[src/rtl/mem_access_unit.sv]
// Memory access unit: turns controller MemRead/MemWrite strobes into a req/ack
// handshake, stalls the controller while busy, and owns the IR and MDR.
module mem_access_unit #(
    parameter int DATA_W  = 16,
    parameter int ADDR_W  = 12,
    parameter int TIMEOUT = 64
) (
    input  logic              clk,
    input  logic              rst,
    input  logic              MemRead,
    input  logic              MemWrite,
    input  logic              IRWrite,
    input  logic [ADDR_W-1:0] addr,
    input  logic [DATA_W-1:0] wdata,
    output logic              mreq,
    output logic              mwe,
    output logic [ADDR_W-1:0] maddr,
    output logic [DATA_W-1:0] mwdata,
    input  logic              mack,
    input  logic [DATA_W-1:0] mrdata,
    output logic [DATA_W-1:0] ir_out,
    output logic [DATA_W-1:0] mdr_out,
    output logic              stall,
    output logic              done,
    output logic              err,
    input  logic              err_clr
);
    localparam int CNT_W = (TIMEOUT > 2) ? $clog2(TIMEOUT) : 1;
    localparam logic [CNT_W-1:0] CNT_LAST = CNT_W'(TIMEOUT - 1);

    typedef enum logic [1:0] {IDLE, BUSY, DONE} state_t;

    state_t            state_q, state_d;
    logic              mreq_q, mreq_d;
    logic              mwe_q, mwe_d;
    logic              ir_sel_q, ir_sel_d;
    logic              err_q, err_d;
    logic              err_set;
    logic [ADDR_W-1:0] maddr_q, maddr_d;
    logic [DATA_W-1:0] mwdata_q, mwdata_d;
    logic [DATA_W-1:0] ir_q, ir_d;
    logic [DATA_W-1:0] mdr_q, mdr_d;
    logic [CNT_W-1:0]  cnt_q, cnt_d;
    logic              start, illegal;

    assign start   = MemRead ^ MemWrite;
    assign illegal = MemRead & MemWrite;

    always_comb begin
        state_d  = state_q;
        mreq_d   = mreq_q;
        mwe_d    = mwe_q;
        ir_sel_d = ir_sel_q;
        maddr_d  = maddr_q;
        mwdata_d = mwdata_q;
        ir_d     = ir_q;
        mdr_d    = mdr_q;
        cnt_d    = cnt_q;
        stall    = 1'b0;
        err_set  = 1'b0;
        case (state_q)
            IDLE: begin
                if (start) begin
                    stall    = 1'b1;
                    maddr_d  = addr;
                    mwdata_d = wdata;
                    mwe_d    = MemWrite;
                    ir_sel_d = IRWrite & MemRead;
                    mreq_d   = 1'b1;
                    cnt_d    = '0;
                    state_d  = BUSY;
                end else if (illegal) begin
                    err_set = 1'b1;
                end
            end
            BUSY: begin
                stall = 1'b1;
                // An ack arriving on the last allowed cycle still completes normally.
                if (mack) begin
                    if (!mwe_q) begin
                        mdr_d = mrdata;
                        if (ir_sel_q) ir_d = mrdata;
                    end
                    mreq_d  = 1'b0;
                    state_d = DONE;
                end else if (cnt_q == CNT_LAST) begin
                    mreq_d  = 1'b0;
                    err_set = 1'b1;
                    state_d = DONE;
                end else begin
                    cnt_d = cnt_q + 1'b1;
                end
            end
            DONE: begin
                // Strobes still show the held controller state here, so they are ignored.
                state_d = IDLE;
            end
            default: state_d = IDLE;
        endcase
        err_d = err_set ? 1'b1 : (err_clr ? 1'b0 : err_q);
    end

    always_ff @(posedge clk or posedge rst) begin
        if (rst) begin
            state_q  <= IDLE;
            mreq_q   <= 1'b0;
            mwe_q    <= 1'b0;
            ir_sel_q <= 1'b0;
            err_q    <= 1'b0;
            maddr_q  <= '0;
            mwdata_q <= '0;
            ir_q     <= '0;
            mdr_q    <= '0;
            cnt_q    <= '0;
        end else begin
            state_q  <= state_d;
            mreq_q   <= mreq_d;
            mwe_q    <= mwe_d;
            ir_sel_q <= ir_sel_d;
            err_q    <= err_d;
            maddr_q  <= maddr_d;
            mwdata_q <= mwdata_d;
            ir_q     <= ir_d;
            mdr_q    <= mdr_d;
            cnt_q    <= cnt_d;
        end
    end

    assign mreq    = mreq_q;
    assign mwe     = mwe_q;
    assign maddr   = maddr_q;
    assign mwdata  = mwdata_q;
    assign ir_out  = ir_q;
    assign mdr_out = mdr_q;
    assign err     = err_q;
    assign done    = (state_q == DONE);

endmodule

[config.mk]
export PLATFORM = sky130hd
export DESIGN_NAME = mem_access_unit
export DESIGN_NICKNAME = d
export VERILOG_FILES = /design/src/rtl/mem_access_unit.sv
export SDC_FILE = /design/constraint.sdc
export NUM_CORES = 1
export LEC_CHECK = 0
export BUFFER_PORTS_ARGS = -buffer_cell sky130_fd_sc_hd__buf_2
export CAP_MARGIN = 10
export CORE_MARGIN = 1.5
export CORE_UTILIZATION = 43
export CTS_CLUSTER_DIAMETER = 60
export CTS_CLUSTER_SIZE = 12
export DETAILED_ROUTE_END_ITERATION = 6
export PLACE_DENSITY = 0.75
export SYNTH_ARGS = -nofsm -noshare
export SYNTH_HDL_FRONTEND = slang
export SYNTH_SLANG_ARGS = --single-unit
export TNS_END_PERCENT = 50
[constraint.sdc]
create_clock -name clk -period 2.9 [get_ports clk]
set_clock_uncertainty 0.2 [all_clocks]
set_input_delay 0.87 -clock clk [delete_from_list [all_inputs] [get_ports clk]]
set_output_delay 0.87 -clock clk [all_outputs]
set_load 0.005 [all_outputs]
# After elaboration in Yosys (flattened, before gate mapping)
# Cells that the tools add are included.
[totals]
wordCells = 52
in_bits = 51
output_inout_bits = 65
ff_bits = 72
[op_classes]
add_sub_neg = 1
bitwise = 4
reduce_logical = 9
eq_ne = 7
n_mux = 21
[ops]
columns = ["operator", "count"]
rows = [
  ["$mux W6", 3],
  ["$pmux W6 S2", 1],
  ["$mux W1", 10],
  ["$reduce_and A4 Y1", 2],
  ["$add A6 B1 Y6 const B", 1],
  ["$eq A6 B6 Y1 const B", 1],
  ["$mux W2", 3],
  ["$ne A2 B2 Y1 const B", 3],
  ["$pmux W1 S2", 3],
  ["$reduce_and A3 Y1", 2],
  ["$pmux W2 S2", 1],
  ["$reduce_and A2 Y1", 2],
  ["$reduce_bool A2 Y1", 2],
  ["$ne A3 B3 Y1 const B", 1],
  ["$and A1 B1 Y1", 2],
  ["$eq A2 B1 Y1 const B", 1],
  ["$eq A2 B2 Y1 const B", 1],
  ["$logic_not A2 Y1", 1],
  ["$not A1 Y1", 1],
  ["$xor A1 B1 Y1", 1],
]

# Logic depth before layout (Yosys ltp)
# Gate-level depths: netlist (run 1).
[depth]
word_depth = 5
depth_mapped = 6
mapped_depth_nobuf = 4

# Least setup slack after synthesis (run 1)
# OpenSTA, ideal clock, no wires.
[synth_timing]
kind = "input to output"
startpoint = "in MemRead"
endpoint = "out stall"
arrival_time_ns = 1.307
required_ns = 1.830
stages = 3
path_slack_ns = 0.523
path_buffers = 0
path_cell_list = "ha_1 nor2_1 nor2_1"
[synth_between]
elab_chain_len = 3
[synth_lines]
columns = ["element", "line", "source"]
rows = [
  ["from (decl)", "10", "input logic MemRead,"],
  ["$xor A1 B1 Y1", "46", "assign start = MemRead ^ MemWrite;"],
  ["$mux W1", "63", "if (start) begin"],
  ["$pmux W1 S2", "61", "case (state_q)"],
  ["to (decl)", "23", "output logic stall,"],
]
# Every way passes these cells.

# Worst setup path after layout (run 1)
# Ends and elaborated chain as after synthesis.

==> impl_metrics.csv, run 1 <==
group,metric,value,unit
grt,grt_pass1_vias,2160,
critical_path,cp_data_arrival_time,1.62,ns
final_layout,layout_common_cells,"buf_2, nand2_1, dfrtp_1, mux2_2, mux2_4",
clock_tree,cts_hold_buf,0,
clock_tree,cts_resized,0,
critical_path,cp_data_required_time,1.83,ns
critical_path,path_cells,"buf_2 > ha_1 > nor2_1 > nor2_1 > buf_2",
critical_path,cp_slowest_cell,"ha_1",
timing,fin_tns_setup,0,ns
clock_tree,h-tree-depth,3,
synthesis,yosys_warnings,0,
routing,vias_per_cell,4.76,
die,die-height,85.9,um
outcome,status,"finished, final reports clean",
die,core_region_area,6720,um2
die,die_area,7370,um2
synthesis,dominantRegCellSynth,"dfrtp_1",
synthesis,syn_nets,308,
power_and_ir_drop,power,3.83,mW
die,start_util,43.9,%
timing,maxSlewHeadroom,63.8,%
clock_tree,clock-sinks,72,
grt,antenna_found_initial,0,
routing,ant_nets,0,
synthesis,netlist_instances,255,
critical_path,cp_slowest_stage_delay,0.36,ns
final_layout,n_antenna_cell,0,
clock_tree,clk_latency,0.33,ns
synthesis,async_flop_share,100,%
timing,finalSetupViolCount,0,
worst_hold_path,hold_class,"in -> async",
routing,vias,2191,
clock_tree,cts_root_buf,"clkbuf_8",
final_layout,instances_no_fill,460,
routing,dr.pass1.iters,4,
critical_path,end_kind,"primary output",
critical_path,cp-startpoint,"MemRead",
die,die_width,85.9,um
critical_path,path_max_fanout,4,
clock_tree,clockBufferDepth,2,
power_and_ir_drop,pwr_density_cell,1010,nW/um2
clock_tree,clk_transition_reported_paths,0.08,ns
routing,finalWirelength,5.97,mm
critical_path,cp-start-kind,"primary input",
timing,fmax,372,MHz
placed_design,dp_hpwl,4.20,mm
critical_path,r2r-start,"state_q[1]",
synthesis,ys_seq_area_share,61.0,%
critical_path,ff2ff_setup_slack,1.10,ns
die,io_pins,116,
synthesis,synth-seq-cells,72,
final_layout,final_util,56.6,%
critical_path,worstReg2RegEnd,"mdr_out[8]",
grt,grt_use_total,17.0,%
synthesis,synth_edf_count,0,
die,row_count,30,
power_and_ir_drop,leakage,2.11,nW
clock_tree,cts_tree,"done",
critical_path,reg2reg_depth,3,
timing,rsz0062_at_grt,"no",
final_layout,layout_commonest_cell,"buf_2",
grt,grt_overflow,0,
timing,maxSlewViolCount,0,
timing,period_needed,2.69,ns
timing,period_share,92.7,%
placed_design,dp.cells,444,
run,cap_violations,0,
final_layout,nets,428,
routing,drtIter0Drc,43,
synthesis,yosysUniqueCellTypes,32,
placed_design,routabilityCongestion,0.687,
timing,final-hold-violation-count,0,
grt,grt_max_degree,44,
clock_tree,postCtsSetupRepairBufs,0,
synthesis,synth.avg_cell_area,11.6,um2
routing,post_drt_wl_per_cell,13.0,um
final_layout,drive_gt1_share,45.8,%
critical_path,path_class,"in -> out",
power_and_ir_drop,max-vdd-ir-drop,0.436,mV
grt,grt_pass1_wl,9.85,mm
synthesis,netlist_area,2950,um2
clock_tree,cts_buffers,9,
placed_design,port_buffers,115,
final_layout,syn_to_final_growth,28.8,%
timing,worst_pin_slew,0.537,ns
routing,route.detailed.drc,0,
## report_power, final
group | internal, mW | total [mW] | switching (mW)
registers | 1.45 | 1.70 | 0.251
clock network | 0.484 | 0.856 | 0.373
logic | 0.692 | 1.27 | 0.580
## synth_stat cells, types with 2 or more instances
master,count,area share (%)
nor2_1,6,0.76
nand2_1,95,12
nor3b_1,2,0.51
dfrtp_1,72,61
a31oi_1,3,0.64
nand3_1,3,0.51
mux2_4,10,5.1
ha_1,2,0.85
inv_1,5,0.64
mux2i_1,4,1.4
clkbuf_1,3,0.38
and3_1,2,0.42
o21ai_0,3,0.51
buf_6,6,2.3
mux2_2,22,8.4
## stage by stage
step / hold slack [ns] / cell area [um2] / setup slack, ns
floorplan: 0.267 / 2950 / 0.00508
finish: 0.162 / 3800 / 0.211
global placement: 0.255 / 3580 / 0.205
detailed placement: 0.257 / 3580 / 0.209
global route: 0.146 / 3800 / 0.177
CTS: 0.143 / 3800 / 0.204
## state kept, by name, summed over array words and instances, names as in the netlist
signal and count:
mwe 1, err 1, mdr_out 16, ir_sel_q 1
state_q 2, cnt_q 6, ir_out 16, maddr 12
mreq 1, mwdata 16
## how the worst max path moves through the flow
stage	cells past startpoint	slack, ns	endpoint
global placement	5	0.21	stall
global route	5	0.18	stall
detailed placement	5	0.21	stall
finish	5	0.21	stall
floorplan	1	0.005	cnt_q[0]
CTS	5	0.20	stall
## critical path, delay by kind of cell
family	cells	cell delay, ns
simple gates	2	0.15
fa+ha+maj	1	0.36
buf+inv	2	0.24
## logic make-up (layout without fill, tap and decap cells)
| kind of cell | after synthesis | after routing | synth area share [%] |
|---|---|---|---|
| simple gates | 117 | 117 | 17.0 |
| compound gates | 11 | 11 | 2.42 |
| mux | 36 | 36 | 14.8 |
| flops | 72 | 72 | 61.0 |
| fa+ha+maj | 2 | 2 | 0.848 |
| buf+inv | 17 | 142 | 3.90 |
## cell type report
type	instances	area (um2)
clock inverter	7	96.3
multi-input combinational	166	1040
clock buffer	9	124
inverter	5	18.8
fill	590	2920
timing repair buffer	121	621
tap	80	100
sequential	72	1800
## layer usage
metal	wire, um	vias to the layer above	track usage, %
met1	2840	1021	22.7
met2	2630	92	26.6
met3	449	4	4.62
met5	0	-	0
met4	44	0	6.16
li1	-	1074	-
Note: power is estimated with default switching activity, not from simulation.
==> inputs of run 2 (changes only) <==
--- a/config.mk
+++ b/config.mk
@@ -13,6 +13,7 @@
 export CTS_CLUSTER_SIZE = 12
 export DETAILED_ROUTE_END_ITERATION = 6
 export PLACE_DENSITY = 0.75
+export REMOVE_ABC_BUFFERS = 1
 export SYNTH_ARGS = -nofsm -noshare
 export SYNTH_HDL_FRONTEND = slang
 export SYNTH_SLANG_ARGS = --single-unit
==> impl_metrics.csv, run 2 (same netlist as run 1, synthesis figures left out) <==
group,metric,value,unit
outcome,status,"finished, final reports clean",
timing,fin_tns_setup,0,ns
grt,grt_pass1_wl,10.0,mm
timing,finalSetupViolCount,0,
placed_design,port_buffers,115,
placed_design,place_area,3590,um2
critical_path,cp-start-kind,"primary input",
timing,worst_pin_slew,0.539,ns
timing,maxSlewHeadroom,64.0,%
timing,maxSlewViolCount,0,
power_and_ir_drop,p_comb_share,34.5,%
final_layout,layout_commonest_cell,"buf_2",
critical_path,path_max_fanout,4,
die,row_count,30,
placed_design,routabilityCongestion,0.816,
die,die_width,85.9,um
critical_path,cp_data_arrival_time,1.57,ns
final_layout,drive_gt1_share,45.6,%
clock_tree,postCtsSetupRepairBufs,0,
placed_design,dp_hpwl,4.30,mm
power_and_ir_drop,power_frac_seq,46.3,%
clock_tree,cts_root_buf,"clkbuf_8",
routing,dr.pass1.iters,4,
final_layout,finalInstanceArea,3770,um2
critical_path,path_cells,"buf_2 > ha_1 > nor2_1 > nor2_1 > buf_2",
clock_tree,cts_resized,0,
clock_tree,cts_buffers,9,
routing,ant_nets,0,
timing,period_share,91.0,%
power_and_ir_drop,p_sw_share,32.8,%
power_and_ir_drop,leakage,2.10,nW
final_layout,syn_to_final_growth,27.6,%
routing,post_drt_wl_per_cell,13.1,um
routing,vias_per_cell,4.83,
grt,grt_overflow,0,
die,io_pins,116,
routing,drtIter0Drc,113,
power_and_ir_drop,power,3.69,mW
critical_path,critical-path-top-delay-family,"adder cells",
grt,grt_max_degree,49,
grt,antenna_found_initial,0,
clock_tree,clock-sinks,72,
timing,rsz0062_at_grt,"no",
final_layout,n_antenna_cell,0,
clock_tree,cts_hold_buf,0,
power_and_ir_drop,max-vdd-ir-drop,0.392,mV
grt,grt_pass1_vias,2151,
timing,fmax,379,MHz
run,cap_violations,0,
critical_path,cp_data_required_time,1.83,ns
timing,hold-worst-slack,0.271,ns
die,core_region_area,6720,um2
critical_path,end_kind,"primary output",
routing,finalWirelength,5.99,mm
routing,route.detailed.drc,0,
routing,vias,2219,
power_and_ir_drop,p_clk_share,19.2,%
grt,grt_use_total,17.5,%
clock_tree,cts_tree,"done",
die,start_util,43.9,%
timing,period_needed,2.64,ns
final_layout,layout_common_cells,"buf_2, nand2_1, dfrtp_1, mux2_2",
critical_path,path_class,"in -> out",
critical_path,cp_slowest_cell,"ha_1",
critical_path,worstPathBufferInverterCount,2,
final_layout,nets,427,
die,die_area,7370,um2
clock_tree,clk_transition_reported_paths,0.07,ns
worst_hold_path,hold_class,"reg -> reg",
timing,final-hold-violation-count,0,
clock_tree,clk_latency,0.34,ns
critical_path,cp_slowest_stage_delay,0.33,ns
power_and_ir_drop,pwr_density_cell,980,nW/um2
final_layout,final_util,56.1,%
power_and_ir_drop,switchingPower,1.21,mW
clock_tree,clockBufferDepth,2,
clock_tree,h-tree-depth,3,
die,die-height,85.9,um
power_and_ir_drop,intPower,2.48,mW
[run 2: metal layers]
| metal | share of wire, % | vias to the layer above | GRT usage [%] |
|---|---|---|---|
| met5 | 0 | - | 0 |
| met4 | 1.6 | 0 | 8.50 |
| met3 | 6.1 | 9 | 4.33 |
| met2 | 47 | 82 | 29.1 |
| met1 | 45 | 1053 | 21.4 |
| li1 | - | 1075 | - |
[run 2: worst paths after layout]
path                            start          end  slack [ns]  cells past startpoint
setup / recovery              MemRead        stall        0.26                      5
hold / removal               maddr[1]     maddr[1]        0.27                      2
setup reg to reg           state_q[1]   mdr_out[1]        1.11                      3
hold reg to reg              maddr[1]     maddr[1]        0.27                      2
max in group asynchronous         rst  mdr_out[13]        1.50                      3
min in group asynchronous         rst     maddr[5]        0.37                      2
[run 2: worst reg2reg max path, cell delays in order (launching register included)]
cell,delay (ns)
dfrtp_1,0.47
and4bb_1,0.37
buf_4,0.28
mux2_2,0.38
[run 2: layout make-up]
| class | count | area [um2] |
|---|---|---|
| fillers | 598 | 2950 |
| flip-flops and latches | 72 | 1800 |
| multi-input cells | 166 | 1040 |
| repair buffers | 120 | 626 |
| clock buffers | 10 | 138 |
| well taps | 80 | 100 |
| clock inverters | 6 | 43.8 |
| inverters | 5 | 18.8 |
[run 2: per-stage QoR]
stage | setup WS, ns | cells
2_1_floorplan | -0.523 | 243
5_1_grt | 0.184 | 459
4_1_cts | 0.265 | 459
6_report | 0.262 | 459
3_3_place_gp | 0.276 | 443
3_5_place_dp | 0.267 | 443
[run 2: power by group through the flow]
stage               Clock (mW)  Combinational [mW]  Sequential (mW)
floorplan                    0               0.629             1.74
global placement             0                1.27             1.70
detailed placement           0                1.31             1.72
CTS                      0.740                1.31             1.71
global route             0.788                1.44             1.77
finish                   0.709                1.28             1.71
